==> config.mk <==
export PLATFORM = sky130hd
export DESIGN_NAME = cernbe_master_bridge_flat
export DESIGN_NICKNAME = d
export VERILOG_FILES = /design/src/rtl/cernbe_master_bridge_pkg.sv /design/src/rtl/cernbe_master_bridge_if.sv /design/src/rtl/cernbe_master_bridge_wait_timer.sv /design/src/rtl/cernbe_master_bridge.sv /design/src/flat_wrapper.sv
export SDC_FILE = /design/constraint.sdc
export NUM_CORES = 1
export LEC_CHECK = 0
export CAP_MARGIN = 20
export CELL_PAD_IN_SITES_DETAIL_PLACEMENT = 1
export CELL_PAD_IN_SITES_GLOBAL_PLACEMENT = 1
export CORE_MARGIN = 5
export CORE_UTILIZATION = 30
export DETAILED_ROUTE_END_ITERATION = 6
export GPL_ROUTABILITY_DRIVEN = 0
export PLACE_DENSITY = 0.95
export SLEW_MARGIN = 20
export SYNTH_ARGS = -nofsm -noshare
export SYNTH_HDL_FRONTEND = slang
export SYNTH_SLANG_ARGS = --single-unit
==> constraint.sdc <==
create_clock -name clk -period 2.4 [get_ports clk]
set_input_delay 0.24 -clock clk [delete_from_list [all_inputs] [get_ports clk]]
set_output_delay 0.24 -clock clk [all_outputs]
set_load 0.02 [all_outputs]
==> src/rtl/cernbe_master_bridge_pkg.sv <==
// Shared types and constants for the cern-be-vme master bridge.
package cernbe_pkg;

  localparam int CERNBE_DATA_W = 32;
  localparam logic [CERNBE_DATA_W-1:0] CERNBE_ERR_DATA = 32'h0;

  typedef enum logic [2:0] {
    IDLE    = 3'd0,
    RD_WAIT = 3'd1,
    WR_WAIT = 3'd2,
    RESP    = 3'd3,
    DRAIN   = 3'd4
  } cernbe_state_t;

endpackage

==> src/rtl/cernbe_master_bridge_if.sv <==
// Wishbone slave port plus cern-be-vme strobe/done bus seen by the bridge.
// slave: the bridge's view. master: the surrounding system (Wishbone master
// and memory-map decoder).
interface cernbe_master_bridge_if
  import cernbe_pkg::*;
#(
  parameter int ADDR_WIDTH = 15
);
  logic                     wb_cyc_i;
  logic                     wb_stb_i;
  logic                     wb_we_i;
  logic [ADDR_WIDTH-1:2]    wb_adr_i;
  logic [CERNBE_DATA_W-1:0] wb_dat_i;
  logic [CERNBE_DATA_W-1:0] wb_dat_o;
  logic                     wb_ack_o;
  logic                     wb_err_o;
  logic [ADDR_WIDTH-1:2]    vme_addr_o;
  logic [CERNBE_DATA_W-1:0] vme_wr_data_o;
  logic                     vme_rd_mem_o;
  logic                     vme_wr_mem_o;
  logic [CERNBE_DATA_W-1:0] vme_rd_data_i;
  logic                     vme_rd_done_i;
  logic                     vme_wr_done_i;
  logic                     vme_rd_error_i;
  logic                     vme_wr_error_i;
  logic                     busy_o;

  modport slave (
    input  wb_cyc_i, wb_stb_i, wb_we_i, wb_adr_i, wb_dat_i,
    output wb_dat_o, wb_ack_o, wb_err_o,
    output vme_addr_o, vme_wr_data_o, vme_rd_mem_o, vme_wr_mem_o,
    input  vme_rd_data_i, vme_rd_done_i, vme_wr_done_i,
    input  vme_rd_error_i, vme_wr_error_i,
    output busy_o
  );

  modport master (
    output wb_cyc_i, wb_stb_i, wb_we_i, wb_adr_i, wb_dat_i,
    input  wb_dat_o, wb_ack_o, wb_err_o,
    input  vme_addr_o, vme_wr_data_o, vme_rd_mem_o, vme_wr_mem_o,
    output vme_rd_data_i, vme_rd_done_i, vme_wr_done_i,
    output vme_rd_error_i, vme_wr_error_i,
    input  busy_o
  );
endinterface

==> src/rtl/cernbe_master_bridge_wait_timer.sv <==
// Wait-state counter for the bridge watchdog: cleared by clr, counts up while
// en, saturates at LIMIT and flags expired there.
module cernbe_wait_timer #(
  parameter int LIMIT = 255
) (
  input  logic clk,
  input  logic rst_n,
  input  logic clr,
  input  logic en,
  output logic expired
);
  localparam int CW = $clog2(LIMIT + 1);

  logic [CW-1:0] count;

  // Count wait cycles; clear wins over enable.
  always_ff @(posedge clk) begin
    if (!rst_n || clr) begin
      count <= '0;
    end else if (en && (count != CW'(LIMIT))) begin
      count <= count + 1'b1;
    end
  end

  assign expired = (count == CW'(LIMIT));
endmodule

==> src/rtl/cernbe_master_bridge.sv <==
// Wishbone classic slave -> cern-be-vme strobe/done master bridge.
// One transfer in flight; each request becomes exactly one RdMem/WrMem pulse,
// and the decoder's Done/Error comes back as a one-cycle ack/err.
// Build option: define CERNBE_BRIDGE_TIMEOUT_EN to add the watchdog and the
// DRAIN state that absorbs the late answer of a timed-out transfer.
//
// state   | meaning
// IDLE    | no transfer; a cyc&stb sample starts one
// RD_WAIT | read strobed, waiting for rd done/error (or timeout)
// WR_WAIT | write strobed, waiting for wr done/error (or timeout)
// RESP    | one-cycle ack/err presented to the Wishbone master
// DRAIN   | after a timeout: swallow the late answer, bounded by the watchdog
module cernbe_master_bridge
  import cernbe_pkg::*;
#(
  parameter int ADDR_WIDTH     = 15,
  parameter int TIMEOUT_CYCLES = 255
) (
  input logic                   clk,
  input logic                   rst_n,
  cernbe_master_bridge_if.slave bus
);
  cernbe_state_t state, stateNext;

  logic accept, complete, failed;
  logic wrSel, doneIn, errIn, expired;

  logic [ADDR_WIDTH-1:2]    addrQ;
  logic [CERNBE_DATA_W-1:0] wrDataQ;
  logic [CERNBE_DATA_W-1:0] rdDataQ;
  logic                     rdMemQ, wrMemQ, ackQ, errQ;

  if ((TIMEOUT_CYCLES < 1) || (TIMEOUT_CYCLES > 65535)) begin : gBadTimeout
    $error("cernbe_master_bridge: TIMEOUT_CYCLES must be 1..65535");
  end

`ifdef CERNBE_BRIDGE_TIMEOUT_EN
  logic timerClr, timerEn, drainWr, timedOut;

  // The same counter times the WAIT phase and then the DRAIN phase.
  assign timerClr = (state == IDLE) || (state == RESP);
  assign timerEn  = (state == RD_WAIT) || (state == WR_WAIT) || (state == DRAIN);
  assign wrSel    = (state == WR_WAIT) || ((state == DRAIN) && drainWr);

  cernbe_wait_timer #(.LIMIT(TIMEOUT_CYCLES)) uTimer (
    .clk     (clk),
    .rst_n   (rst_n),
    .clr     (timerClr),
    .en      (timerEn),
    .expired (expired)
  );

  // Remember the direction and the timeout cause for the DRAIN phase.
  always_ff @(posedge clk) begin
    if (!rst_n) begin
      drainWr  <= 1'b0;
      timedOut <= 1'b0;
    end else begin
      timedOut <= complete && bus.wb_cyc_i && !doneIn && !errIn;
      if (complete) drainWr <= wrSel;
    end
  end
`else
  assign expired = 1'b0;
  assign wrSel   = (state == WR_WAIT);
`endif

  // State register.
  always_ff @(posedge clk) begin
    if (!rst_n) state <= IDLE;
    else        state <= stateNext;
  end

  // Next state and transfer events; only the matching direction completes.
  always_comb begin
    stateNext = state;
    accept    = 1'b0;
    complete  = 1'b0;
    failed    = 1'b0;
    doneIn    = wrSel ? bus.vme_wr_done_i  : bus.vme_rd_done_i;
    errIn     = wrSel ? bus.vme_wr_error_i : bus.vme_rd_error_i;
    case (state)
      IDLE: begin
        if (bus.wb_cyc_i && bus.wb_stb_i) begin
          accept    = 1'b1;
          stateNext = bus.wb_we_i ? WR_WAIT : RD_WAIT;
        end
      end
      RD_WAIT, WR_WAIT: begin
        if (doneIn || errIn || expired) begin
          complete  = 1'b1;
          failed    = errIn || !doneIn;
          stateNext = bus.wb_cyc_i ? RESP : IDLE;
        end
      end
      RESP: begin
`ifdef CERNBE_BRIDGE_TIMEOUT_EN
        stateNext = timedOut ? DRAIN : IDLE;
`else
        stateNext = IDLE;
`endif
      end
      DRAIN: begin
        if (doneIn || errIn || expired) stateNext = IDLE;
      end
      default: stateNext = IDLE;
    endcase
  end

  // Registered strobes, responses, held address/data and read data.
  always_ff @(posedge clk) begin
    if (!rst_n) begin
      rdMemQ  <= 1'b0;
      wrMemQ  <= 1'b0;
      ackQ    <= 1'b0;
      errQ    <= 1'b0;
      addrQ   <= '0;
      wrDataQ <= '0;
      rdDataQ <= '0;
    end else begin
      rdMemQ <= accept && !bus.wb_we_i;
      wrMemQ <= accept && bus.wb_we_i;
      ackQ   <= complete && bus.wb_cyc_i && !failed;
      errQ   <= complete && bus.wb_cyc_i && failed;
      if (accept) begin
        addrQ   <= bus.wb_adr_i;
        wrDataQ <= bus.wb_dat_i;
      end
      if (complete && failed)      rdDataQ <= CERNBE_ERR_DATA;
      else if (complete && !wrSel) rdDataQ <= bus.vme_rd_data_i;
    end
  end

  assign bus.vme_rd_mem_o  = rdMemQ;
  assign bus.vme_wr_mem_o  = wrMemQ;
  assign bus.vme_addr_o    = addrQ;
  assign bus.vme_wr_data_o = wrDataQ;
  assign bus.wb_ack_o      = ackQ;
  assign bus.wb_err_o      = errQ;
  assign bus.wb_dat_o      = rdDataQ;
  assign bus.busy_o        = (state != IDLE);
endmodule
==> src/flat_wrapper.sv <==
// flat-port wrapper written by rule: the top's interface ports become plain ports
module cernbe_master_bridge_flat import cernbe_pkg::*;
#(
  parameter int ADDR_WIDTH     = 15,
  parameter int TIMEOUT_CYCLES = 255
)
  (clk, rst_n, bus_wb_cyc_i, bus_wb_stb_i, bus_wb_we_i, bus_wb_adr_i, bus_wb_dat_i, bus_wb_dat_o, bus_wb_ack_o, bus_wb_err_o, bus_vme_addr_o, bus_vme_wr_data_o, bus_vme_rd_mem_o, bus_vme_wr_mem_o, bus_vme_rd_data_i, bus_vme_rd_done_i, bus_vme_wr_done_i, bus_vme_rd_error_i, bus_vme_wr_error_i, bus_busy_o);
  cernbe_master_bridge_if #(.ADDR_WIDTH(ADDR_WIDTH)) bus_i ();
  input logic clk;
  input logic rst_n;
  input wire logic [$bits(bus_i.wb_cyc_i)-1:0] bus_wb_cyc_i;
  input wire logic [$bits(bus_i.wb_stb_i)-1:0] bus_wb_stb_i;
  input wire logic [$bits(bus_i.wb_we_i)-1:0] bus_wb_we_i;
  input wire logic [$bits(bus_i.wb_adr_i)-1:0] bus_wb_adr_i;
  input wire logic [$bits(bus_i.wb_dat_i)-1:0] bus_wb_dat_i;
  output wire logic [$bits(bus_i.wb_dat_o)-1:0] bus_wb_dat_o;
  output wire logic [$bits(bus_i.wb_ack_o)-1:0] bus_wb_ack_o;
  output wire logic [$bits(bus_i.wb_err_o)-1:0] bus_wb_err_o;
  output wire logic [$bits(bus_i.vme_addr_o)-1:0] bus_vme_addr_o;
  output wire logic [$bits(bus_i.vme_wr_data_o)-1:0] bus_vme_wr_data_o;
  output wire logic [$bits(bus_i.vme_rd_mem_o)-1:0] bus_vme_rd_mem_o;
  output wire logic [$bits(bus_i.vme_wr_mem_o)-1:0] bus_vme_wr_mem_o;
  input wire logic [$bits(bus_i.vme_rd_data_i)-1:0] bus_vme_rd_data_i;
  input wire logic [$bits(bus_i.vme_rd_done_i)-1:0] bus_vme_rd_done_i;
  input wire logic [$bits(bus_i.vme_wr_done_i)-1:0] bus_vme_wr_done_i;
  input wire logic [$bits(bus_i.vme_rd_error_i)-1:0] bus_vme_rd_error_i;
  input wire logic [$bits(bus_i.vme_wr_error_i)-1:0] bus_vme_wr_error_i;
  output wire logic [$bits(bus_i.busy_o)-1:0] bus_busy_o;
  assign bus_i.wb_cyc_i = bus_wb_cyc_i;
  assign bus_i.wb_stb_i = bus_wb_stb_i;
  assign bus_i.wb_we_i = bus_wb_we_i;
  assign bus_i.wb_adr_i = bus_wb_adr_i;
  assign bus_i.wb_dat_i = bus_wb_dat_i;
  assign bus_wb_dat_o = bus_i.wb_dat_o;
  assign bus_wb_ack_o = bus_i.wb_ack_o;
  assign bus_wb_err_o = bus_i.wb_err_o;
  assign bus_vme_addr_o = bus_i.vme_addr_o;
  assign bus_vme_wr_data_o = bus_i.vme_wr_data_o;
  assign bus_vme_rd_mem_o = bus_i.vme_rd_mem_o;
  assign bus_vme_wr_mem_o = bus_i.vme_wr_mem_o;
  assign bus_i.vme_rd_data_i = bus_vme_rd_data_i;
  assign bus_i.vme_rd_done_i = bus_vme_rd_done_i;
  assign bus_i.vme_wr_done_i = bus_vme_wr_done_i;
  assign bus_i.vme_rd_error_i = bus_vme_rd_error_i;
  assign bus_i.vme_wr_error_i = bus_vme_wr_error_i;
  assign bus_busy_o = bus_i.busy_o;
  cernbe_master_bridge #(.ADDR_WIDTH(ADDR_WIDTH), .TIMEOUT_CYCLES(TIMEOUT_CYCLES)) u_core (.clk(clk), .rst_n(rst_n), .bus(bus_i));
endmodule
==> results of run 1 <==
## flip-flops by register name, indices dropped and copies added, names as in the netlist
signal and cells:
u_core.bus.vme_wr_data_o 32, u_core.bus.wb_dat_o 32, u_core.bus.vme_addr_o 13, u_core.state 2, u_core.bus.vme_rd_mem_o 1, u_core.bus.vme_wr_mem_o 1, u_core.bus.wb_ack_o 1, u_core.bus.wb_err_o 1
## final cells by class
cell class	instances	area, um2
Fill cell	1251	5520
Timing Repair Buffer	175	1730
Sequential cell	83	1660
Multi-Input combinational cell	263	1410
Tap cell	140	175
Clock buffer	11	141
Clock inverter	3	40.0
Inverter	5	18.8
## worst min path at each step
| stage | start | end | depth (start not counted) |
|---|---|---|---|
| after floorplan | bus_wb_we_i | u_core.bus.vme_rd_mem_o | 1 |
| after global placement | u_core.bus.vme_wr_data_o[9] | u_core.bus.vme_wr_data_o[9] | 2 |
| after detailed placement | u_core.bus.vme_wr_data_o[27] | u_core.bus.vme_wr_data_o[27] | 2 |
| after CTS | bus_wb_dat_i[16] | u_core.bus.vme_wr_data_o[16] | 3 |
| after global routing | bus_vme_rd_data_i[23] | u_core.bus.wb_dat_o[23] | 3 |
| final | bus_wb_dat_i[16] | u_core.bus.vme_wr_data_o[16] | 3 |
## metal layers
| metal | GRT usage (%) | wire [um] | up-vias |
|---|---|---|---|
| met5 | 0 | 0 | - |
| met4 | 4.99 | 125 | 0 |
| met3 | 5.36 | 902 | 12 |
| met2 | 31.4 | 5810 | 112 |
| met1 | 19.4 | 4550 | 1566 |
| li1 | - | - | 1588 |
## cell usage after synthesis, drive strengths merged
cell type   n  area share (%)
nand2      95              11
dfxtp      83              51
a21boi     46              11
o21ai      35             5.5
nand3      33             5.1
a21oi      32             4.9
buf        22             4.2
clkbuf      9             1.2
inv         5            0.58
nor2        4            0.54
ha          3             1.2
mux2i       3            0.93
nor2b       3            0.58
and2        2            0.39
and3        2            0.39
a211oi      1            0.62
and4bb      1            0.39
nand2b      1            0.19
o32a        1            0.31
or2         1            0.19
## worst max-delay path: stages, from the launching register on
cell	delay (ns)
dfxtp_1	0.37
inv_1	0.08
ha_1	0.26
inv_1	0.07
clkdlybuf4s50_1	0.61
## stage by stage
stage	util [%]	total power, uW	cell area, um2	worst slack (ns)	instances
after floorplan	-	2920	3240	0.890	382
after global placement	46.6	3640	4980	0.356	666
after detailed placement	46.6	3730	4980	0.232	666
after global routing	48.4	4950	5170	0.321	680
after CTS	48.3	4720	5170	0.293	680
final	48.4	4660	5170	0.418	680
## report_power, final
group	switching [uW]	internal, uW	leakage, uW
Sequential	131	1610	0.000676
Clock	476	495	0.0000950
Combinational	1120	824	0.00104
Total	1730	2930	0.00181
## kinds of logic (layout without fill, tap and decap cells)
group | count (synthesis) | in the layout | synth area share [%]
buf+inv | 36 | 194 | 5.90
mux | 3 | 3 | 0.926
flops | 83 | 83 | 51.2
simple gates | 142 | 142 | 18.8
compound gates | 115 | 115 | 22.0
fa+ha+maj | 3 | 3 | 1.16
==> flow_summary.json, run 1 <==
{
  "status": "finished clean",
  "syn_avg_cell_area_um2": 8.49,
  "first_pass_iters": 4,
  "die-area_mm2": 0.0130,
  "grt-ovfl-total": 0,
  "grt_pass1_wl_mm": 17.9,
  "synth_area_mm2": 0.00324,
  "final_common_cell": "clkdlybuf4s50_1",
  "maxSlewViolCount": 0,
  "clk_latency_ns": 0.35,
  "reg2reg_slack_ns": 0.64,
  "die_x_um": 114,
  "grt_start_max_net_pins": 48,
  "synth_seq_cells": 83,
  "die_h_um": 114,
  "rsz0062_at_grt": "no",
  "hold_path_class": "input port to flip-flop",
  "period_share_pct": 82.6,
  "cts_hold_buf": 0,
  "via_count": 3278,
  "final_nets": 626,
  "fin_setup_tns_ns": 0,
  "wl_per_cell_um": 16.7,
  "yosysUniqueCellTypes": 26,
  "yosys_warnings": 0,
  "cts_made_buffers": 9,
  "viasPerCell": 4.82,
  "start_util_pct": 30.3,
  "antenna_found_initial": 0,
  "cts_resized": 0,
  "rows": 38,
  "ys_seq_area_share_pct": 51.2,
  "insertedDiodeCount": 0,
  "r2r_start": "u_core.state[0]",
  "cts_tree": "done",
  "hold_viol": 0,
  "dpl.hpwl_mm": 8.66,
  "drc": 0,
  "drt_iter0_markers": 135,
  "cap_violations": 0,
  "core_mm2": 0.0107,
  "whs_ns": 0.431,
  "ctsLongestPathBuffers": 2,
  "required_ns": 2.16,
  "cp-endpoint": "bus_busy_o",
  "cp-start-kind": "flip-flop",
  "reg2reg_to": "u_core.bus.wb_dat_o[27]",
  "worst-r2r-cell-count": 6,
  "cts-root-buf": "clkbuf_8",
  "slew_headroom_pct": 53.6,
  "end_kind": "output port",
  "p_leak_uw": 0.00181,
  "postCtsSetupRepairBufs": 0,
  "synth_cells": 382,
  "syn_nets": 471,
  "drive_above_1_share_pct": 5.19,
  "crit_start": "u_core.state[0]",
  "cts_max_level": 3,
  "fin_crit_ns": 1.98,
  "power.density_mw_per_mm2": 901,
  "path_clk_slew_ns": 0.08,
  "syn_to_final_growth_pct": 59.5,
  "grt_use_total_pct": 17.3,
  "critPathMaxFanout": 6,
  "final_cell_mix": "clkdlybuf4s50_1, nand2_1, dfxtp_1, nand3_1, a21oi_1",
  "worst-setup-path-type": "flip-flop to output port",
  "cts_sinks": 83,
  "finalSetupViolCount": 0,
  "io_buffers": 167,
  "ioPinCount": 168,
  "crit_arrival_ns": 1.74,
  "peakVddDrop_mv": 0.346,
  "wl_mm": 11.4,
  "grt_pass1_vias": 3489,
  "worst_slew_pin_slew_ns": 0.694,
  "max_clock_freq_mhz": 504,
  "ant_nets": 0,
  "fin_skew_ns": 0.0115
}
No activity file was read; power rests on OpenSTA's default activity.
==> run 2: changes to the inputs <==
CORE_UTILIZATION = 25   (was 30)
PLACE_DENSITY = 0.87   (was 0.95)
clock period = 1.8 ns   (was 2.4 ns; I/O delays follow)
==> flow_summary.json, run 2 (same netlist as run 1, synthesis figures left out) <==
{
  "final_common_cell": "clkdlybuf4s50_1",
  "required_ns": 1.62,
  "hold_viol": 0,
  "cp_slowest_cell": "dfxtp_1",
  "grt_start_max_net_pins": 48,
  "wl_mm": 11.2,
  "cts-root-buf": "clkbuf_16",
  "final_cell_mix": "clkdlybuf4s50_1, nand2_1, dfxtp_1, nand3_1, a21oi_1",
  "wl_per_cell_um": 15.7,
  "whs_ns": 0.394,
  "viasPerCell": 4.53,
  "die_h_um": 124,
  "slowest_delay_ns": 0.36,
  "syn_to_final_growth_pct": 66.4,
  "clk_latency_ns": 0.33,
  "start_util_pct": 25.6,
  "core_mm2": 0.0127,
  "insertedDiodeCount": 0,
  "crit_chain": "inv_1 -> ha_1 -> inv_1 -> dlygate4sd2_1",
  "p_leak_uw": 0.00190,
  "dpl.hpwl_mm": 8.40,
  "peakVddDrop_mv": 0.587,
  "fin_setup_tns_ns": 0,
  "critPathMaxFanout": 6,
  "placed_cell_area_mm2": 0.00510,
  "num-fill-cells": 1486,
  "grt_pass1_wl_mm": 17.6,
  "fin_crit_ns": 1.62,
  "grt_pass1_vias": 3548,
  "final_area_mm2": 0.00540,
  "crit_family": "buffers and inverters",
  "rsz0062_at_grt": "no",
  "reg2reg_slack_ns": 0.19,
  "die_x_um": 124,
  "worst-r2r-cell-count": 6,
  "critical_path_depth": 4,
  "hold_path_class": "input port to flip-flop",
  "via_count": 3240,
  "reg2reg_to": "u_core.bus.wb_dat_o[1]",
  "cap_violations": 0,
  "antenna_found_initial": 0,
  "end_kind": "output port",
  "cts_made_buffers": 9,
  "ant_nets": 0,
  "path_buf_inv": 3,
  "path_clk_slew_ns": 0.06,
  "worst-setup-path-type": "flip-flop to output port",
  "drc": 0,
  "max_clock_freq_mhz": 616,
  "rows": 41,
  "final_util_pct": 42.6,
  "cp-endpoint": "bus_busy_o",
  "cts_sinks": 83,
  "period_share_pct": 90.2,
  "crit_top_cell": "inv_1",
  "cp-start-kind": "flip-flop",
  "slew_headroom_pct": 72.1,
  "maxSlewViolCount": 0,
  "status": "finished clean",
  "die-area_mm2": 0.0154,
  "r2r_start": "u_core.state[0]",
  "first_pass_iters": 4,
  "cts_hold_buf": 0,
  "grt-ovfl-total": 0,
  "final_nets": 629,
  "power.density_mw_per_mm2": 1270,
  "drive_above_1_share_pct": 5.70,
  "cts_tree": "done",
  "crit_arrival_ns": 1.44,
  "ioPinCount": 168,
  "postCtsSetupRepairBufs": 0,
  "worst_slew_pin_slew_ns": 0.414,
  "finalSetupViolCount": 0,
  "cts_max_level": 3,
  "p_total_uw": 6830,
  "drt_iter0_markers": 121,
  "grt_use_total_pct": 14.6,
  "crit_start": "u_core.state[0]",
  "fin_skew_ns": 0.00328,
  "ctsLongestPathBuffers": 2,
  "io_buffers": 167
}
[run 2: changes by cell type in the layout (fill, tap and decap cells not counted), sizes merged]
cell	before	now
buf	8	11
clkinv	2	1
clkbuf	11	13
clkdlybuf4s50	167	166
dlygate4sd2	0	1
[run 2: metal layers]
layer | vias up | GRT usage [%] | part of all wire, %
met5 | - | 0 | 0
met4 | 0 | 4.18 | 1.1
met3 | 10 | 6.22 | 9.9
met2 | 119 | 25.3 | 48
met1 | 1518 | 16.5 | 41
li1 | 1593 | - | -
[run 2: worst register-to-register path: stages (launching register included)]
cell	delay, ns
dfxtp_1	0.36
inv_1	0.08
ha_1	0.34
nor2b_2	0.27
buf_6	0.22
nand3_1	0.11
a21oi_1	0.16
[run 2: per-stage QoR]
step | instances | setup WS (ns)
after floorplan | 382 | 0.290
after global placement | 701 | 0.273
final | 716 | 0.176
after global routing | 716 | 0.0257
after CTS | 716 | 0.139
after detailed placement | 701 | 0.148
[run 2: what timing repair did]
item,4_1_cts,5_1_grt
setup endpoints to repair,1,9
resized for setup,1,1
cloned,0,0
hold endpoints to repair,0,0
[run 2: final cells by class]
cell class / count / area (um2) / share of cell area (%)
clock buffer: 13 / 260 / 4.82
clock inverter: 2 / 35.0 / 0.649
inverter: 5 / 18.8 / 0.348
multi-input combinational: 263 / 1400 / 25.9
sequential: 83 / 1660 / 30.8
tap: 172 / 215 / 3.99
timing repair buffer: 178 / 1810 / 33.5
[run 2: how the worst min path moves through the flow]
stage                     slack [ns]                      endpoint                    startpoint  cells after the start
after floorplan                 0.25       u_core.bus.vme_rd_mem_o                   bus_wb_we_i                      1
after global placement          0.44  u_core.bus.vme_wr_data_o[18]  u_core.bus.vme_wr_data_o[18]                      2
after detailed placement        0.45  u_core.bus.vme_wr_data_o[11]  u_core.bus.vme_wr_data_o[11]                      2
after CTS                       0.38  u_core.bus.vme_wr_data_o[14]              bus_wb_dat_i[14]                      3
after global routing            0.40  u_core.bus.vme_wr_data_o[27]              bus_wb_dat_i[27]                      3
final                           0.39  u_core.bus.vme_wr_data_o[16]              bus_wb_dat_i[16]                      3
[run 2: where the power goes]
part	total (uW)	leakage [uW]	internal (uW)	switching [uW]
clock	1820	0.000146	1140	678
sequential	2330	0.000676	2160	171
combinational	2690	0.00108	1180	1510
total	6830	0.00190	4480	2360
==> run 3: changes to the inputs <==
SKIP_LAST_GASP = 1   (was unset)
==> results of run 3 <==
No change in the layout: final DEF, timing and power equal those of run 2.
